==> src/rtl/lsu_mem_port.sv <==
// Load/store adapter driving one port of a byte-write block RAM with a
// two-edge read path (negedge array read, posedge output register).
// One request in flight; responses are single-cycle pulses without backpressure.
module lsu_mem_port #(
   parameter int unsigned RAM_DEPTH  = 1024,
   parameter int unsigned ADDR_WIDTH = 10
) (
   input  logic                  clk_i,
   input  logic                  rst_ni,
   input  logic                  req_valid_i,
   output logic                  req_ready_o,
   input  logic                  req_we_i,
   input  logic [31:0]           req_addr_i,
   input  logic [1:0]            req_size_i,
   input  logic                  req_unsigned_i,
   input  logic [31:0]           req_wdata_i,
   output logic                  resp_valid_o,
   output logic [31:0]           resp_rdata_o,
   output logic                  resp_misaligned_o,
   output logic                  resp_oob_o,
   output logic                  mem_en_o,
   output logic [3:0]            mem_we_o,
   output logic [ADDR_WIDTH-1:0] mem_addr_o,
   output logic [31:0]           mem_din_o,
   output logic                  mem_regce_o,
   output logic                  mem_rst_o,
   input  logic [31:0]           mem_dout_i
);

   typedef enum logic [2:0] {StIdle, StIssue, StWait, StCapture, StResp} state_e;

   state_e                  state_q, state_d;
   logic [ADDR_WIDTH+1:0]   addr_q;
   logic [1:0]              size_q;
   logic                    we_q;
   logic                    uns_q;
   logic [31:0]             wdata_q;
   logic [31:0]             rdata_q;
   logic                    misal_q;
   logic                    oob_q;
   logic [ADDR_WIDTH-1:0]   mem_addr_q;

   logic                    accept;
   logic                    req_misal;
   logic                    req_oob;
   logic                    issue;
   logic [3:0]              lane_we;
   logic [31:0]             lane_din;
   logic [31:0]             load_ext;

   assign req_ready_o = (state_q == StIdle);
   assign accept      = req_valid_i & req_ready_o;
   assign issue       = (state_q == StIssue);

   // Request legality, evaluated on the raw inputs so errors skip the RAM entirely.
   always_comb begin
      req_misal = 1'b0;
      unique case (req_size_i)
         2'b00:   req_misal = 1'b0;
         2'b01:   req_misal = req_addr_i[0];
         2'b10:   req_misal = |req_addr_i[1:0];
         default: req_misal = 1'b1;
      endcase
      req_oob = ({2'b00, req_addr_i[31:2]} >= 32'(RAM_DEPTH));
   end

   // Next-state logic.
   always_comb begin
      state_d = state_q;
      unique case (state_q)
         StIdle:    if (req_valid_i) state_d = (req_misal | req_oob) ? StResp : StIssue;
         StIssue:   state_d = we_q ? StResp : StWait;
         StWait:    state_d = StCapture;
         StCapture: state_d = StResp;
         StResp:    state_d = StIdle;
         default:   state_d = StIdle;
      endcase
   end

   // Store lane enables and replicated write data from the byte offset.
   always_comb begin
      lane_we  = 4'b0000;
      lane_din = 32'h0;
      unique case (size_q)
         2'b00: begin
            lane_we  = 4'b0001 << addr_q[1:0];
            lane_din = {4{wdata_q[7:0]}};
         end
         2'b01: begin
            lane_we  = 4'b0011 << addr_q[1:0];
            lane_din = {2{wdata_q[15:0]}};
         end
         default: begin
            lane_we  = 4'b1111;
            lane_din = wdata_q;
         end
      endcase
   end

   // Load lane select plus sign/zero extension.
   always_comb begin
      logic [7:0]  byte_sel;
      logic [15:0] half_sel;
      byte_sel = 8'h0;
      unique case (addr_q[1:0])
         2'd0:    byte_sel = mem_dout_i[7:0];
         2'd1:    byte_sel = mem_dout_i[15:8];
         2'd2:    byte_sel = mem_dout_i[23:16];
         default: byte_sel = mem_dout_i[31:24];
      endcase
      half_sel = addr_q[1] ? mem_dout_i[31:16] : mem_dout_i[15:0];
      load_ext = mem_dout_i;
      unique case (size_q)
         2'b00:   load_ext = {{24{byte_sel[7] & ~uns_q}}, byte_sel};
         2'b01:   load_ext = {{16{half_sel[15] & ~uns_q}}, half_sel};
         default: load_ext = mem_dout_i;
      endcase
   end

   // RAM port drive; strobes are decoded from state so reset kills them at once.
   always_comb begin
      mem_en_o    = issue;
      mem_we_o    = (issue & we_q) ? lane_we : 4'b0000;
      mem_din_o   = (issue & we_q) ? lane_din : 32'h0;
      mem_addr_o  = issue ? addr_q[ADDR_WIDTH+1:2] : mem_addr_q;
      mem_regce_o = (state_q == StWait);
      mem_rst_o   = ~rst_ni;
   end

   assign resp_valid_o      = (state_q == StResp);
   assign resp_rdata_o      = rdata_q;
   assign resp_misaligned_o = misal_q;
   assign resp_oob_o        = oob_q;

   // State, request capture and response registers.
   always_ff @(posedge clk_i or negedge rst_ni) begin
      if (!rst_ni) begin
         state_q    <= StIdle;
         addr_q     <= '0;
         size_q     <= 2'b00;
         we_q       <= 1'b0;
         uns_q      <= 1'b0;
         wdata_q    <= 32'h0;
         rdata_q    <= 32'h0;
         misal_q    <= 1'b0;
         oob_q      <= 1'b0;
         mem_addr_q <= '0;
      end else begin
         state_q <= state_d;
         if (accept) begin
            addr_q  <= req_addr_i[ADDR_WIDTH+1:0];
            size_q  <= req_size_i;
            we_q    <= req_we_i;
            uns_q   <= req_unsigned_i;
            wdata_q <= req_wdata_i;
            rdata_q <= 32'h0;
            misal_q <= req_misal;
            oob_q   <= req_oob;
         end else if (state_q == StCapture) begin
            rdata_q <= load_ext;
         end
         if (issue) mem_addr_q <= addr_q[ADDR_WIDTH+1:2];
      end
   end

endmodule
==> config.mk <==
export PLATFORM = sky130hd
export DESIGN_NAME = lsu_mem_port
export DESIGN_NICKNAME = d
export VERILOG_FILES = /design/src/rtl/lsu_mem_port.sv
export SDC_FILE = /design/constraint.sdc
export NUM_CORES = 1
export LEC_CHECK = 0
export BUFFER_PORTS_ARGS = -buffer_cell sky130_fd_sc_hd__buf_2
export CAP_MARGIN = 30
export CORE_MARGIN = 2
export CORE_UTILIZATION = 51
export CTS_BUF_LIST = sky130_fd_sc_hd__clkbuf_8
export DETAILED_ROUTE_END_ITERATION = 10
export PLACE_DENSITY = 0.82
export SLEW_MARGIN = 0
export SYNTH_ARGS = -nofsm -noshare
export SYNTH_HDL_FRONTEND = slang
export SYNTH_SLANG_ARGS = --single-unit
==> constraint.sdc <==
create_clock -name clk_i -period 2.2 [get_ports clk_i]
set_input_delay 0.44 -clock clk_i [delete_from_list [all_inputs] [get_ports clk_i]]
set_output_delay 0.44 -clock clk_i [all_outputs]
set_load 0.02 [all_outputs]
==> results.ini, run 1 <==
[critical_path]
crit_arrival_ns=1.82
cp_top_family=buffers and inverters
worst-path-stages=7
worstPathCellList=nor2b_4, and2b_1, buf_6, nand2_8, buf_8, a21oi_4, buf_6
crit_path_top_delay_cell=dfrtp_1
crit_path_end_kind=output port
crit_top_cell=buf_6
rrSetupSlack_ns=0.17
max_stage_delay_ns=0.44
startpoint=state_q[2]$_DFFE_PN0P_
worst-path-buf-inv=3
timing.critical_path.to=mem_din_o[10]
reg2reg_from=state_q[2]$_DFFE_PN0P_
rr_worst_depth=5
worstReg2RegEnd=resp_rdata_o[21]$_DFFE_PN0P_
path_class=register to output port
cp_max_fo=6
worst_ep_required_time_ns=1.76
critPathLaunchType=register

[final_layout]
fin_cells=833
final_util_pct=73.8
area_delta_synth_final_pct=40.9
fin_area_um2=6790
diodes=0
num-fill-cells=626
fin_nets=820
drive_above_1_share_pct=40.3

[outcome]
violations=setup timing
status=finished, violations left

[synthesis]
avgSynthCellArea_um2=9.14
synth_area_leaders=dfrtp_1 49%, nand2_1 13%, mux2i_1 4.8%, a221o_1 3.3%, o2bb2ai_1 2.9%
synth-edff-count=0
synth_cells=527
synth_area_um2=4820
ys_top_cells_by_count=162 x nand2_1, 95 x dfrtp_1, 30 x nor2_1
synth_top_family_by_area=simple AND/OR/NAND/NOR gates
async_flop_share_pct=100
synthAdderAreaFrac_pct=0
synthMuxAreaShare_pct=8.05
syn_nets=630
synth-simple-area-share_pct=22.7
ys_seq_elements=95
synthDistinctLibCells=48
synth_compound_area_share_pct=15.4
synth_top_area_share_pct=49.4
synth.most_common_cell=nand2_1
synth-xor-area-share_pct=0
synth_ff_type=dfrtp_1
yosysWarnings=0
yosysTopAreaCell=dfrtp_1
ys_seq_area_share_pct=49.4

[timing]
slew_headroom_pct=61.7
slew_viol_final=0
final_hold_viol_count=0
min_period_over_period_pct=103
rsz0062_at_grt=true
fmax_ghz=0.442
setup_ws_ns=-0.0633
period_minus_slack_ns=2.26
finalSetupViolCount=36
clock_skew_ns=0.0156
worst_slew_pin_slew_ns=0.574

[clock_tree]
h-tree-depth=3
clkLatencyLatePin_ns=0.35
cts.path.max_buffers=2
cts_tree=done
path_clk_slew_ns=0.10
cts_inserted_buffers=9
cts-root-buf=clkbuf_8
clock-sinks=95

[route]
drt-wirelength-per-cell_um=18.4
drt_iter0_markers=222
first_pass_iters=4
drcViolationCount=0
antenna_left=0
vias=4836
postRouteWirelength_um=15300
viasPerCell=5.81

[global_routing]
overflow=0
grt_usage_pct=28.9
grt_pass1_wl_um=23500
antenna_found_initial=0
grt_start_max_net_pins=96
first_global_vias=4759

[floorplan]
io_pins=188
fp.coreArea_um2=9200
die_w_um=101
rows=35
die_y_um=101
fp.dieArea_um2=10200
initial_core_util_pct=52.4

[pwr]
p_leak_nw=3.48
irDropWorstVdd_mv=0.365
power_density_nw_per_um2=600

[placement]
place.gp.congestion=0.875
place_ws_ns=0.152
dp_hpwl_um=9690
dp.cells=802
placedInstanceArea_um2=5850
port_buffers=187

[run]
maxCapViolations=0

[min_path]
hold_path.class=input port to async pin

## area by class of cell
class | count | area, um2 | area share [%]
flip-flops and latches | 95 | 2380 | 35.1
well taps | 111 | 139 | 2.05
clock inverters | 7 | 86.3 | 1.27
clock buffers | 9 | 124 | 1.82
multi-input cells | 385 | 2490 | 36.7
inverters | 6 | 22.5 | 0.332
repair buffers | 220 | 1540 | 22.7
## layer usage
metal / global-route usage (%) / part of all wire (%) / vias to the layer above
li1: - / - / 2194
met1: 35.9 / 39 / 2346
met2: 48.7 / 50 / 247
met3: 5.66 / 7.5 / 49
met4: 13.8 / 3.9 / 0
met5: 0 / 0 / -
## placed cells by master (no fill, tap or decap), types with 6 or more instances in the layout
| cell type | synthesis | routed |
|---|---|---|
| nor2_4 | 0 | 12 |
| nor2_1 | 30 | 12 |
| clkbuf_8 | 0 | 9 |
| nand2_1 | 162 | 161 |
| o2bb2ai_1 | 16 | 16 |
| o21ai_0 | 19 | 18 |
| a221o_1 | 16 | 16 |
| nor2b_1 | 10 | 9 |
| nor2_2 | 0 | 6 |
| mux2_4 | 0 | 10 |
| nor3_1 | 9 | 9 |
| a21oi_1 | 27 | 15 |
| o21ai_1 | 5 | 6 |
| mux2i_1 | 23 | 23 |
| a21oi_4 | 1 | 9 |
| buf_6 | 3 | 36 |
| dfrtp_1 | 95 | 93 |
| nand3b_1 | 7 | 7 |
| and3_1 | 8 | 8 |
| buf_2 | 8 | 146 |
| a311o_1 | 6 | 6 |
| buf_4 | 3 | 30 |
## state kept, by name (all words and copies together), names as in the netlist
register           cells
resp_rdata_o          32
wdata_q               32
addr_q                12
mem_addr_q            10
state_q                3
size_q                 2
resp_misaligned_o      1
resp_oob_o             1
uns_q                  1
we_q                   1
## power breakdown
part	leakage (nW)	internal, mW	switching, mW
logic	2.14	0.326	0.524
clock network	0.104	0.552	0.673
registers	1.24	1.87	0.129
total	3.48	2.75	1.33
## logic make-up after synthesis
kind of cell,after synthesis
AND/OR/NAND/NOR,248
flip-flops,95
buffers and inverters,47
multiplexers,36
AO/OA/AOI/OAI,101
## worst min-delay path by stage
stage	cells after the start	to	startpoint	slack, ns
floorplan	0	addr_q[0]$_DFFE_PN0P_	rst_ni	0.14
global placement	2	addr_q[4]$_DFFE_PN0P_	addr_q[4]$_DFFE_PN0P_	0.45
detailed placement	2	addr_q[3]$_DFFE_PN0P_	addr_q[3]$_DFFE_PN0P_	0.46
CTS	2	resp_rdata_o[17]$_DFFE_PN0P_	rst_ni	0.15
global route	2	resp_rdata_o[31]$_DFFE_PN0P_	rst_ni	0.16
finish	2	resp_rdata_o[31]$_DFFE_PN0P_	rst_ni	0.12
## timing repair
action | in CTS | in global routing
hold buffers | 0 | 0
cloned | 3 | 1
hold endpoints to repair | 0 | 0
pin swaps | 1 | 8
setup endpoints to repair | 38 | 54
resized for setup | 114 | 42
buffers inserted | 5 | 7
## stage by stage
step | TNS [ns] | hold slack, ns | power, mW
final | -1.04 | 0.117 | 4.07
after global routing | -3.43 | 0.156 | 4.27
after CTS | -0.715 | 0.153 | 4.03
after detailed placement | 0 | 0.461 | 2.77
after global placement | 0 | 0.453 | 2.75
after floorplan | 0 | 0.144 | 2.47
Power figures use the tool's default switching activity.
==> run 2: changes to the inputs <==
--- a/config.mk
+++ b/config.mk
@@ -7,11 +7,13 @@
 export LEC_CHECK = 0
 export BUFFER_PORTS_ARGS = -buffer_cell sky130_fd_sc_hd__buf_2
 export CAP_MARGIN = 30
+export CORE_ASPECT_RATIO = 1.25
 export CORE_MARGIN = 2
 export CORE_UTILIZATION = 51
 export CTS_BUF_LIST = sky130_fd_sc_hd__clkbuf_8
 export DETAILED_ROUTE_END_ITERATION = 10
 export PLACE_DENSITY = 0.82
+export RECOVER_POWER = 25
 export SLEW_MARGIN = 0
 export SYNTH_ARGS = -nofsm -noshare
 export SYNTH_HDL_FRONTEND = slang
==> results.ini, run 2 (synthesis gave the netlist of run 1 again) <==
[outcome]
status=finished, violations left
violations=setup timing

[min_path]
hold_path.class=input port to register
min_path_cells=3

[critical_path]
worst-path-buf-inv=2
crit_path_top_delay_cell=dfrtp_1
cp_top_family=simple AND/OR/NAND/NOR gates
max_stage_delay_ns=0.43
crit_path_end_kind=output port
crit_arrival_ns=1.78
path_class=register to output port
worst_ep_required_time_ns=1.76
critPathLaunchType=register
cp_max_fo=10
rr_worst_depth=5
worstPathCellList=nor2b_4, and2b_4, bufbuf_16, and3_1, buf_4
worst-path-stages=5

[placement]
dp.cells=810
place_ws_ns=0.251
place.gp.congestion=0.900
port_buffers=187
dp_hpwl_um=9950
placedInstanceArea_um2=5860

[floorplan]
fp.dieArea_um2=10200
die_y_um=113
initial_core_util_pct=52.5
io_pins=188
die_w_um=90.9
fp.coreArea_um2=9170
rows=39

[run]
maxCapViolations=0

[timing]
fmax_ghz=0.451
setup-tns-final_ns=-0.122
finalSetupViolCount=12
slew_headroom_pct=14.8
slew_viol_final=0
final_hold_viol_count=0
setup_ws_ns=-0.0192
min_period_over_period_pct=101
period_minus_slack_ns=2.22
clock_skew_ns=0.0163
worst_slew_pin_slew_ns=1.28
holdWs_ns=0.231
rsz0062_at_grt=true

[clock_tree]
cts.path.max_buffers=2
clkLatencyLatePin_ns=0.39
cts-root-buf=clkbuf_8
cts_inserted_buffers=9
clock-sinks=95
cts_tree=done
h-tree-depth=3
path_clk_slew_ns=0.11

[global_routing]
antenna_found_initial=1
grt_usage_pct=26.9
grt_pass1_wl_um=21800
grt_start_max_net_pins=96
overflow=0
first_global_vias=4414

[final_layout]
final_cell_mix=160 x nand2_1, 140 x buf_2, 92 x dfrtp_1
fin_nets=811
area_delta_synth_final_pct=36.6
num-fill-cells=695
fin_cells=837
drive_above_1_share_pct=39.6
fin_area_um2=6580
layout_commonest_cell=nand2_1

[route]
antenna_left=0
drt-wirelength-per-cell_um=18.1
postRouteWirelength_um=15100
drcViolationCount=0
first_pass_iters=4
viasPerCell=5.63
vias=4715
drt_iter0_markers=236

[pwr]
irDropWorstVdd_mv=0.476
p_leak_nw=3.41
power_density_nw_per_um2=603

[run 2: path summary, 6_finish.rpt]
check / start / slack [ns] / endpoint
max: state_q[2]$_DFFE_PN0P_ / -0.02 / mem_din_o[6]
min: req_addr_i[2] / 0.23 / addr_q[2]$_DFFE_PN0P_
max reg2reg: state_q[2]$_DFFE_PN0P_ / 0.15 / resp_rdata_o[21]$_DFFE_PN0P_
min reg2reg: wdata_q[27]$_DFFE_PN0P_ / 0.49 / wdata_q[27]$_DFFE_PN0P_
max in group asynchronous: rst_ni / 0.87 / size_q[1]$_DFFE_PN0P_
min in group asynchronous: rst_ni / 0.47 / resp_rdata_o[17]$_DFFE_PN0P_
[run 2: power by group]
group	switching, mW	leakage (nW)	internal [mW]
sequential	0.133	1.24	1.87
clock	0.720	0.0999	0.447
combinational	0.481	2.07	0.319
[run 2: cell type report]
cell class	count	area, um2	share of cell area [%]
sequential	95	2380	36.2
clock buffer	9	124	1.88
tap	123	154	2.34
inverter	6	22.5	0.342
clock inverter	7	71.3	1.08
timing repair buffer	211	1450	22.0
multi-input combinational	385	2380	36.1
antenna	1	2.50	0.0380
[run 2: worst min-delay path, cell delays in order]
cell	delay, ns
buf_2	0.08
nand2_1	0.04
nand2_1	0.04
[run 2: stage by stage]
stage	utilization, %	power (mW)
finish	71.7	3.97
global route	71.7	4.13
CTS	67.0	3.92
detailed placement	63.9	2.78
global placement	63.9	2.75
floorplan	-	2.47
[run 2: metal layers]
metal	part of all wire [%]	routed length, um	global-route usage (%)
met1	38	5770	31.9
met2	52	7880	47.9
met3	6.5	986	4.03
met4	3.2	491	12.3
met5	0	0	0
[run 2: timing repair]
action	CTS	global route
gates resized for setup	11	118
hold buffers	0	0
buffers inserted	3	4
setup endpoints to repair	38	46
cloned	1	2
